### src/rtl/trace_buffer.sv
// trace_buffer
//   Records the most recent 2**ADDR_W committed instructions of the core in a
//   circular buffer. A hold button freezes the core and lets the user step
//   backward and forward through the recorded trace on the hex display.
//
// Ports
//   clk, rst         system clock, asynchronous active-low reset
//   core_tick        one-cycle pulse per committed instruction
//   pc, wdata        pc and write-back data of the committing instruction
//   reg_write        RegWrite of the committing instruction
//   btn_hold/prev/next  raw active-high buttons, asynchronous to clk
//   core_stall       high while browsing; the core must not tick
//   disp_pc/data/we  entry shown on the display
//   disp_idx         age of the displayed entry (0 = newest)
//   count            number of valid entries, 0..DEPTH
//   empty            count == 0
//   lost             sticky; a commit arrived while browsing
module trace_buffer #(
  parameter int ADDR_W = 4
) (
  input  logic              clk,
  input  logic              rst,
  input  logic              core_tick,
  input  logic [31:0]       pc,
  input  logic [31:0]       wdata,
  input  logic              reg_write,
  input  logic              btn_hold,
  input  logic              btn_prev,
  input  logic              btn_next,
  output logic              core_stall,
  output logic [31:0]       disp_pc,
  output logic [31:0]       disp_data,
  output logic              disp_we,
  output logic [ADDR_W-1:0] disp_idx,
  output logic [ADDR_W:0]   count,
  output logic              empty,
  output logic              lost
);

  localparam int DEPTH = 2 ** ADDR_W;
  localparam logic [ADDR_W:0]   CNT_FULL = {1'b1, {ADDR_W{1'b0}}};
  localparam logic [ADDR_W:0]   CNT_ONE  = (ADDR_W + 1)'(1);
  localparam logic [ADDR_W-1:0] PTR_ONE  = ADDR_W'(1);

  typedef enum logic {
    RUN    = 1'b0,
    BROWSE = 1'b1
  } state_t;

  state_t state, next_state;

  logic [64:0]       mem [DEPTH];
  logic [ADDR_W-1:0] wr_ptr;
  logic [ADDR_W-1:0] idx;
  logic [ADDR_W-1:0] rd_addr;
  logic [64:0]       rd_entry;

  logic [2:0] hold_sr, prev_sr, next_sr;
  logic       hold_evt, prev_evt, next_evt;
  logic       can_older, can_newer;

  // Two synchroniser flops followed by an edge-detect flop per button;
  // the event is the rising edge seen between stages 1 and 2.
  always_ff @(posedge clk or negedge rst) begin
    if (!rst) begin
      hold_sr <= '0;
      prev_sr <= '0;
      next_sr <= '0;
    end else begin
      hold_sr <= {hold_sr[1:0], btn_hold};
      prev_sr <= {prev_sr[1:0], btn_prev};
      next_sr <= {next_sr[1:0], btn_next};
    end
  end

  assign hold_evt = hold_sr[1] & ~hold_sr[2];
  assign prev_evt = prev_sr[1] & ~prev_sr[2];
  assign next_evt = next_sr[1] & ~next_sr[2];

  // Newest entry sits just behind the write pointer; idx counts backwards.
  assign rd_addr  = wr_ptr - PTR_ONE - idx;
  assign rd_entry = mem[rd_addr];

  assign can_older = (count != '0) && (({1'b0, idx} + CNT_ONE) < count);
  assign can_newer = (idx != '0);

  assign empty = (count == '0);

  // State register.
  always_ff @(posedge clk or negedge rst) begin
    if (!rst) begin
      state <= RUN;
    end else begin
      state <= next_state;
    end
  end

  // A hold event toggles between recording and browsing.
  always_comb begin
    next_state = state;
    if (hold_evt) begin
      next_state = (state == RUN) ? BROWSE : RUN;
    end
  end

  // Trace storage; contents are never reset.
  always_ff @(posedge clk) begin
    if (state == RUN && core_tick) begin
      mem[wr_ptr] <= {reg_write, wdata, pc};
    end
  end

  // Pointers, counters, stall and display registers.
  always_ff @(posedge clk or negedge rst) begin
    if (!rst) begin
      wr_ptr     <= '0;
      count      <= '0;
      idx        <= '0;
      core_stall <= 1'b0;
      lost       <= 1'b0;
      disp_pc    <= '0;
      disp_data  <= '0;
      disp_we    <= 1'b0;
      disp_idx   <= '0;
    end else if (state == RUN) begin
      if (core_tick) begin
        wr_ptr <= wr_ptr + PTR_ONE;
        if (count != CNT_FULL) begin
          count <= count + CNT_ONE;
        end
      end
      disp_pc    <= pc;
      disp_data  <= wdata;
      disp_we    <= reg_write;
      disp_idx   <= '0;
      idx        <= '0;
      core_stall <= hold_evt;
    end else begin
      if (core_tick) begin
        lost <= 1'b1;
      end

      // Hold takes priority over any step requested in the same cycle.
      if (hold_evt) begin
        count      <= '0;
        wr_ptr     <= '0;
        idx        <= '0;
        core_stall <= 1'b0;
        lost       <= 1'b0;
      end else if (prev_evt && !next_evt && can_older) begin
        idx <= idx + PTR_ONE;
      end else if (next_evt && !prev_evt && can_newer) begin
        idx <= idx - PTR_ONE;
      end

      if (count == '0) begin
        disp_pc   <= '0;
        disp_data <= '0;
        disp_we   <= 1'b0;
      end else begin
        disp_pc   <= rd_entry[31:0];
        disp_data <= rd_entry[63:32];
        disp_we   <= rd_entry[64];
      end
      disp_idx <= idx;
    end
  end

endmodule
### config.mk
export PLATFORM = sky130hd
export DESIGN_NAME = trace_buffer
export DESIGN_NICKNAME = d
export VERILOG_FILES = /design/src/rtl/trace_buffer.sv
export SDC_FILE = /design/constraint.sdc
export NUM_CORES = 1
export LEC_CHECK = 0
export CAP_MARGIN = 20
export CORE_MARGIN = 4
export CORE_UTILIZATION = 54
export DETAILED_ROUTE_END_ITERATION = 10
export GPL_TIMING_DRIVEN = 0
export PLACE_DENSITY_LB_ADDON = 0.25
export SKIP_CTS_REPAIR_TIMING = 1
export SKIP_LAST_GASP = 1
export SYNTH_ARGS = -nofsm -noshare
export SYNTH_HDL_FRONTEND = slang
export SYNTH_SLANG_ARGS = --single-unit
### constraint.sdc
create_clock -name clk -period 7.65 [get_ports clk]
set_clock_uncertainty 0.1 [all_clocks]
set_input_delay 2.295 -clock clk [delete_from_list [all_inputs] [get_ports clk]]
set_output_delay 2.295 -clock clk [all_outputs]
set_load 0.01 [all_outputs]
======== Yosys cells after proc, flatten, opt, wreduce, memory -nomap -nowiden ========
Memory sizes are Yosys's and may differ from the RTL's.
Cells that the tools add are included.
word-level totals
  flip-flop bits (word level) ............. 94
  memories ................................ 1
  bits in writable memories ............... 1040
memories
  memory  words  bits a word  read ports  clocked after memory_dff  wr ports  line  text
  mem     16     65           1           0                         1         52    logic [64:0] mem [DEPTH];
cells by class
  reductions and logical operators ........ 17
  mux-type cells .......................... 25
  order comparisons ....................... 1
  add/subtract/negate cells ............... 7
  equality and inequality tests ........... 3
  bitwise gates (word level) .............. 7
operators with widths
  operator             count
  $mux 32              4
  $mux 4               8
  $mux 5               4
  $mux 1               9
  $add 4x1->4 const B  2
  $sub 4x1->4 const B  2
  $logic_and 1x1->1    6
  $reduce_bool 2->1    3
  $add 4x1->5 const B  1
  $add 5x1->5 const B  1
  $logic_not 5->1      1
  $lt 5x5->1           1
  $ne 5x5->1 const B   1
  $reduce_bool 5->1    1
  $ne 4x1->1 const B   1
  $not 1->1            4
  $reduce_and 2->1     2
  $reduce_bool 4->1    1
  $sub 4x4->4          1
  $and 1x1->1          3
  $reduce_and 3->1     1
  $logic_not 1->1      2
  $ne 2x1->1 const B   1

======== Logic depth before layout (Yosys ltp) ========
Gate-level depths: netlist (run 1).
  depth after elaboration ................. 9
  depth in mapped cells ................... 12
  depth with buffers taken out ............ 12

======== Worst setup path before layout (run 1) ========
Ideal clock, no wire load.
  path kind ............................... input-to-reg
  start ................................... input core_tick
  end ..................................... memory mem[3][0], enable pin
  data arrival time ....................... 7.277 ns
  stages .................................. 4
  library setup time ...................... 0.568 ns
  path slack .............................. -0.295 ns
  buffers on the path ..................... 1
  cells stage by stage .................... nor2b_1 > clkbuf_1 > nand2_1 > nor3_1
between the ends
  longest elaborated chain between the ends .. 3
RTL lines
  element                       line  text
  start, declared               23    input logic core_tick,
  $logic_and 1x1->1             108   if (state == RUN && core_tick) begin
  $mux 1                        108
  $mux 1 (implied by the code)  109   mem[wr_ptr] <= {reg_write, wdata, pc};
  end, declared                 52
Every way passes these cells.

======== Final worst setup path (run 1) ========
  start ................................... register count[0]
  end ..................................... output empty
between the ends
  longest elaborated chain between the ends .. 1
RTL lines
  element                 line  text
  start, declared         35    output logic [ADDR_W:0] count,
  start signal, assigned  129   count <= count + CNT_ONE;
  $logic_not 5->1         87    assign empty = (count == '0);
  end, declared           36    output logic empty,
Every way passes these cells.

==> results of run 1 <==
[per-stage QoR]
| stage | area (um2) | instances | worst slack, ns | util, % |
|---|---|---|---|---|
| after floorplan | 43100 | 1885 | 1.45 | - |
| after global placement | 45900 | 3082 | -2.58 | 58.0 |
| after global routing | 50900 | 3347 | 2.86 | 64.4 |
| after CTS | 50900 | 3345 | 2.94 | 64.4 |
| after detailed placement | 47200 | 3137 | 2.39 | 59.8 |
| final | 50900 | 3351 | 2.98 | 64.4 |
[area by class of cell]
| type | count | area [um2] | share of cell area, % |
|---|---|---|---|
| clock buffers | 140 | 3000 | 5.90 |
| flip-flops and latches | 1134 | 33600 | 66.0 |
| diodes | 6 | 15.0 | 0.0295 |
| inverters | 14 | 52.6 | 0.103 |
| repair buffers | 202 | 2750 | 5.40 |
| clock inverters | 68 | 613 | 1.21 |
| multi-input cells | 640 | 8950 | 17.6 |
| well taps | 1050 | 1310 | 2.58 |
| plain buffers | 97 | 599 | 1.18 |
[final timing paths]
kind,from,end,slack (ns),depth (start not counted)
worst max-delay path,count[0],empty,2.98,4
worst min-delay path,hold_sr[0],hold_sr[1],0.25,0
worst max register to register,idx[0],disp_pc[31],3.73,9
worst min register to register,hold_sr[0],hold_sr[1],0.25,0
max in group asynchronous,rst,disp_data[18],5.20,2
min in group asynchronous,rst,disp_pc[23],1.52,1
[kinds of logic (layout without fill, tap and decap cells)]
logic type / count (synthesis) / in the layout / share of synthesized area (%)
DFF: 1134 / 1134 / 78.0
muxes: 392 / 392 / 16.7
and+or+nand+nor: 131 / 131 / 1.33
buffers and inverters: 111 / 521 / 1.51
AOI/OAI and AO/OA: 87 / 87 / 1.67
adders and majority gates: 19 / 19 / 0.587
xor gates and xnor gates: 11 / 11 / 0.224
other: 0 / 6 / 0
[sequential cells by signal, indices dropped and copies added, names as in the netlist]
name and flops:
idx 4, next_sr 3, hold_sr 3, lost 1, disp_we 1, disp_idx 4
count 5, state 1, core_stall 1, mem 1040, prev_sr 3, disp_data 32
wr_ptr 4, disp_pc 32
[cells in the final DEF (no fill, tap or decap), types with 12 or more instances in the layout]
cell type	n
sky130_fd_sc_hd__mux2i_1	132
sky130_fd_sc_hd__clkinv_2	26
sky130_fd_sc_hd__nor2_1	13
sky130_fd_sc_hd__inv_1	13
sky130_fd_sc_hd__mux4_2	260
sky130_fd_sc_hd__ha_1	17
sky130_fd_sc_hd__buf_16	24
sky130_fd_sc_hd__o221ai_1	66
sky130_fd_sc_hd__nand2_1	79
sky130_fd_sc_hd__dfrtp_1	94
sky130_fd_sc_hd__clkdlybuf4s50_1	146
sky130_fd_sc_hd__clkinv_1	20
sky130_fd_sc_hd__buf_12	30
sky130_fd_sc_hd__edfxtp_1	1040
sky130_fd_sc_hd__buf_6	22
sky130_fd_sc_hd__buf_2	56
sky130_fd_sc_hd__clkbuf_1	40
sky130_fd_sc_hd__clkbuf_16	114
sky130_fd_sc_hd__nor2_4	12
[synthesized netlist by cell type (all sizes together)]
cell	n
a211oi	1
a21boi	1
a21o	3
a21oi	5
a31oi	1
a41oi	1
and3	1
buf	78
clkbuf	19
dfrtp	94
edfxtp	1040
fa	2
ha	17
inv	14
mux2i	132
mux4	260
nand2	79
nand2b	6
nand3	5
nand4	3
nor2	25
nor2b	3
nor3	4
nor3b	1
nor4	1
nor4b	1
o21a	1
o21ai	5
o221ai	66
o311a	1
o31ai	2
or2	1
or3	1
xnor2	9
xor2	2
[layer usage]
| metal | track usage, % | routed length (um) |
|---|---|---|
| met5 | 0 | 34 |
| met4 | 6.78 | 2440 |
| met1 | 33.5 | 39000 |
| met2 | 36.6 | 46800 |
| met3 | 4.64 | 8370 |
[power by group]
part,internal (mW),switching [mW]
clock,3.11,2.26
sequential,7.27,0.141
combinational,4.70,5.59
==> parameters.txt, run 1 <==
Parameter                              Value

Outcome
  Outcome ... completed

Clock network
  Worst-Skew Late Latency ... between 0.6 and 0.7 ns
  Reg clk slew, reported paths ... 0.06 ns
  TritonCTS clock tree ... done
  Number of clock sinks ... approximately 1100
  Maximum count of clock buffers along a single path ... 3
  Buffer cell driving the clock tree root ... sky130_fd_sc_hd__clkbuf_16
  TritonCTS buffer count ... 110
  H-tree levels ... 3

STA
  Unrepaired setup endpoints after global routing ... no
  Total of endpoints with negative setup slack in the final report ... 0
  Total count of max-transition violations in the final report ... 0
  Headroom to the max-slew limit ... 33.6%
  Final critical-path required period ... roughly 4.7 ns
  Share of the cycle needed by the critical path after routing ... 61.0%
  Maximum clock frequency ... around 210 MHz
  Transition at the pin with the smallest max-transition slack ... 0.994 ns
  Worst Hold Margin ... 0.249 ns
  Hold Violations, Final ... 0
  Setup TNS ... 0 ns

Critical path
  Category of the most critical setup path ... reg2out
  Critical path endpoint category ... output port
  CP Data Arrival Time ... 2.27 ns
  Dominant delay contributor by cell family on the critical path ... buffers and inverters
  Slowest CP cell ... sky130_fd_sc_hd__clkdlybuf4s50_1
  Required time at the endpoint of the critical path ... 5.26 ns
  Maximum single-stage delay on the critical path ... around 0.60 ns
  Maximum fanout count along the critical path ... 7
  Cell Chain, Critical Path ... inv_1 -> ha_1 -> nor4b_4 -> clkdlybuf4s50_1
  CP Launch Type ... register
  Crit path buf inv count ... 2

GRT
  Overflow left after global routing ... 0
  Global-route usage over all layers ... 23.1%
  Global-route wire length before repair ... between 100000 and 150000 um
  Pin count of the biggest net entering global routing ... between 60 and 70
  Vias in the first global route ... 21475
  Antenna violations before repair ... 8

Placement
  Routability congestion estimate ... ~0.74
  Buffers on Ports ... 147
  Estimated wirelength of the detail-placed design ... ~60000 um

Route
  Detail-routed net length per standard cell ... around 29 um
  Avg Vias per Cell ... around 6.1
  Number of optimization iterations in the first detailed-route pass ... 5
  Post-detailed-route DRC marker count ... 0
  Total detailed-routing wirelength ... 96600 um
  Count of vias placed by the detailed router ... ~20000
  Number of nets still failing antenna checks after routing ... 0
  Detailed Route Iter0 Violations ... 2027

Power
  Total power divided by cell area ... 453 mW/mm2
  Total chip power ... about 23 mW
  Static leakage power ... 17.0 nW
  Peak ir drop on the vdd network ... 358 uV

Die
  Effective utilization at floorplan ... 54.5%
  Total core area ... 0.0790 mm2
  Total Die Area ... 0.0843 mm2
  Die Span Y ... just under 300 um
  Std cell rows ... between 100 and 150
  Width of the die ... 290 um
  Number of top-level pins ... 148

Logic synthesis
  Count of mapped cells out of synthesis ... approximately 1900
  Cell area after synthesis ... 0.0431 mm2
  Register bit total from synthesis ... 1134
  Cell type contributing the most total cell area after synthesis ... sky130_fd_sc_hd__edfxtp_1
  Ranking of synthesized cells by area ... sky130_fd_sc_hd__edfxtp_1, sky130_fd_sc_hd__mux4_2, sky130_fd_sc_hd__dfrtp_1
  Fraction of the yosys area taken by sequential cells ... 78.0%
  Synthesized Nets ... 1975
  Mean instance size in the synthesized netlist ... 22.8 um2
  Number of unique standard cell types used by synthesis ... 38
  Synth warn ... 0
  Share of the synthesized area in the top cell type ... 72.5%

Cells and area
  Fill cells ... ~5100
  Layout area overhead ... 18.2%
  Number of nets in the finished design ... around 2300
  Share of final-layout standard cells stronger than drive strength 1 ... ~25%

Flow run
  Max-cap check violation count ... 0

Worst hold path
  Tightest Hold Check Type ... reg2reg
Power figures use the tool's default switching activity.
==> run 2, diff against run 1 <==
==> constraint.sdc (replaced) <==
create_clock -name clk -period 4.5 [get_ports clk]
set_clock_uncertainty 0.1 [all_clocks]
set_input_delay 1.35 -clock clk [delete_from_list [all_inputs] [get_ports clk]]
set_output_delay 1.35 -clock clk [all_outputs]
set_load 0.01 [all_outputs]
==> run 2 against run 1 <==
Against the previous run: global-route usage increased by 0.27 points; first-iteration DRC count is 6.9% higher; sequential cell count did not move; worst setup slack got worse by 2.4 ns; register-to-register slack got worse by 3.2 ns; via count hardly changed; critical path depth rose by 5; final area grew 0.34%; combinational power up 70%; clock power increased by 77%; worst hold slack gained 0.0017 ns; die area did not move; critical endpoint is now disp_data[27]; largest cell class unchanged.
==> parameters.txt, run 2 (synthesis results as in run 1) <==
Parameter                              Value

Critical path
  CP Launch Type ... register (unchanged)
  Critical path endpoint category ... register (was output port)
  Category of the most critical setup path ... reg2reg (was reg2out)
  Maximum single-stage delay on the critical path ... 0.66 ns (was 0.60 ns)
  CP Data Arrival Time ... 4.32 ns (was 2.27 ns)
  Required time at the endpoint of the critical path ... 4.86 ns (was 5.26 ns)
  Slowest CP cell ... sky130_fd_sc_hd__clkbuf_1 (was sky130_fd_sc_hd__clkdlybuf4s50_1)
  Cell Chain, Critical Path ... inv_1 -> ha_1 -> fa_1 -> buf_2 -> clkbuf_1 -> buf_2 -> mux4_2 -> mux2i_1 -> o221ai_1 (was inv_1 -> ha_1 -> nor4b_4 -> clkdlybuf4s50_1)
  Maximum fanout count along the critical path ... 10 (was 7)
  Cell type with the highest occurrence count on the critical path ... sky130_fd_sc_hd__buf_2
  Dominant delay contributor by cell family on the critical path ... buffers and inverters (unchanged)
  Crit path buf inv count ... 4 (was 2)

Die
  Die Span Y ... 290 um (unchanged)
  Width of the die ... 290 um (unchanged)
  Std cell rows ... 103 (unchanged)
  Effective utilization at floorplan ... 54.5% (unchanged)
  Number of top-level pins ... 148 (unchanged)
  Total Die Area ... 0.0843 mm2 (unchanged)
  Total core area ... 0.0790 mm2 (unchanged)

Cells and area
  Fill cells ... 5052 (was 5104)
  Biggest register ... mem (unchanged)
  Largest register FFs ... 1040 (unchanged)
  Final Non-Filler Cells ... 3349 (was 3351)
  Registers with the most flip-flops ... mem (1040), disp_data (32), disp_pc (32) (unchanged)
  Most common cell after layout, fill and taps aside ... sky130_fd_sc_hd__edfxtp_1 (unchanged)
  Most frequent cells in the layout ... sky130_fd_sc_hd__edfxtp_1, sky130_fd_sc_hd__mux4_2, sky130_fd_sc_hd__clkdlybuf4s50_1, sky130_fd_sc_hd__mux2i_1, sky130_fd_sc_hd__clkbuf_16 (unchanged)
  Finished Core Util ... 64.6% (was 64.4%)
  Number of nets in the finished design ... 2290 (was 2289)
  Area of all placed cells without fillers ... 0.0510 mm2 (was 0.0509 mm2)
  Layout area overhead ... 18.6% (was 18.2%)
  Share of final-layout standard cells stronger than drive strength 1 ... 25.7% (was 25.4%)

Route
  Detail-routed net length per standard cell ... 29.1 um (was 28.8 um)
  Number of optimization iterations in the first detailed-route pass ... 5 (unchanged)
  Detailed Route Iter0 Violations ... 2166 (was 2027)
  Number of nets still failing antenna checks after routing ... 0 (unchanged)
  Total detailed-routing wirelength ... 97400 um (was 96600 um)
  Count of vias placed by the detailed router ... 20552 (was 20572)
  Post-detailed-route DRC marker count ... 0 (unchanged)
  Avg Vias per Cell ... 6.14 (about the same)

Clock network
  TritonCTS buffer count ... 110 (unchanged)
  H-tree levels ... 3 (unchanged)
  Worst-Skew Late Latency ... 0.68 ns (was 0.67 ns)
  TritonCTS clock tree ... done (unchanged)
  Buffer cell driving the clock tree root ... sky130_fd_sc_hd__clkbuf_16 (unchanged)
  Number of clock sinks ... 1134 (unchanged)
  Reg clk slew, reported paths ... 0.06 ns (about the same)
  Maximum count of clock buffers along a single path ... 3 (unchanged)

GRT
  Pin count of the biggest net entering global routing ... 61 (was 62)
  Global-route usage over all layers ... 23.4% (was 23.1%)
  Antenna violations before repair ... 8 (unchanged)
  Overflow left after global routing ... 0 (unchanged)
  Vias in the first global route ... 21689 (was 21475)
  Global-route wire length before repair ... 145000 um (was 144000 um)

Power
  Static leakage power ... 17.1 nW (was 17.0 nW)
  Peak ir drop on the vdd network ... 576 uV (was 358 uV)
  Total power divided by cell area ... 775 mW/mm2 (was 453 mW/mm2)

STA
  Total of endpoints with negative setup slack in the final report ... 0 (unchanged)
  Hold Violations, Final ... 0 (unchanged)
  Setup TNS ... 0 ns (unchanged)
  Unrepaired setup endpoints after global routing ... no (unchanged)
  Headroom to the max-slew limit ... 28.3% (was 33.6%)
  Final critical-path required period ... 3.96 ns
  Total count of max-transition violations in the final report ... 0 (unchanged)
  Transition at the pin with the smallest max-transition slack ... 1.07 ns (was 0.994 ns)
  Maximum clock frequency ... 252 MHz
  Share of the cycle needed by the critical path after routing ... 88.1%

Placement
  Cell area after placement ... 0.0472 mm2 (about the same)
  Estimated wirelength of the detail-placed design ... 61100 um (was 60300 um)
  Buffers on Ports ... 147 (unchanged)
  Routability congestion estimate ... 0.727 (was 0.740)
  Placed cells ... 3138 (was 3137)

Flow run
  Max-cap check violation count ... 0 (unchanged)

Worst hold path
  Tightest Hold Check Type ... reg2reg (unchanged)

Outcome
  Outcome ... completed (unchanged)
[run 2: cell types whose count changed in the layout (fill, tap and decap cells not counted), sizes merged]
| cell | change |
|---|---|
| bufinv | +7 |
| buf | +1 |
| diode | -2 |
| clkinv | -9 |
| clkbuf | +2 |
| clkinvlp | -1 |
[run 2: metal layers]
metal	vias to the layer above	share of wire, %	track usage [%]
met5	-	0.042	0
met4	6	2.6	7.46
met3	164	8.1	5.00
met2	925	49	37.5
met1	10877	40	32.9
li1	8580	-	-
[run 2: cell type report]
cell class                      count  area, um2  area share [%]
Sequential cell                  1134      33600            65.8
Multi-Input combinational cell    640       8950            17.5
Inverter                           14       52.6           0.103
Clock buffer                      142       3030            5.93
Antenna cell                        4       10.0          0.0196
Clock inverter                     65        759            1.49
Timing Repair Buffer              203       2750            5.39
Tap cell                         1050       1310            2.57
Buffer                             97        599            1.17
[run 2: path summary, 6_finish.rpt]
path / start / endpoint / depth (start not counted) / slack (ns)
max: idx[0] / disp_data[27] / 9 / 0.54
min: prev_sr[0] / prev_sr[1] / 0 / 0.25
max reg2reg: idx[0] / disp_data[27] / 9 / 0.54
min reg2reg: prev_sr[0] / prev_sr[1] / 0 / 0.25
max in group asynchronous: rst / disp_data[14] / 2 / 2.96
min in group asynchronous: rst / disp_pc[23] / 1 / 0.58
[run 2: power by group]
part           internal, mW  switching [mW]  total [mW]  leakage, nW
Sequential             12.4           0.241        12.6         10.5
Clock                  5.71            3.81        9.52         1.87
Combinational          7.98            9.48        17.5         4.65
Total                  26.0            13.5        39.6         17.1
[run 2: through the flow]
step | worst slack (ns) | hold WS (ns) | power [mW]
floorplan | -0.757 | 0.231 | 24.6
detailed placement | -0.0785 | 0.237 | 30.3
global placement | -4.79 | 0.246 | 29.9
global route | 0.399 | 0.257 | 41.3
CTS | 0.535 | 0.255 | 40.0
finish | 0.537 | 0.250 | 39.6
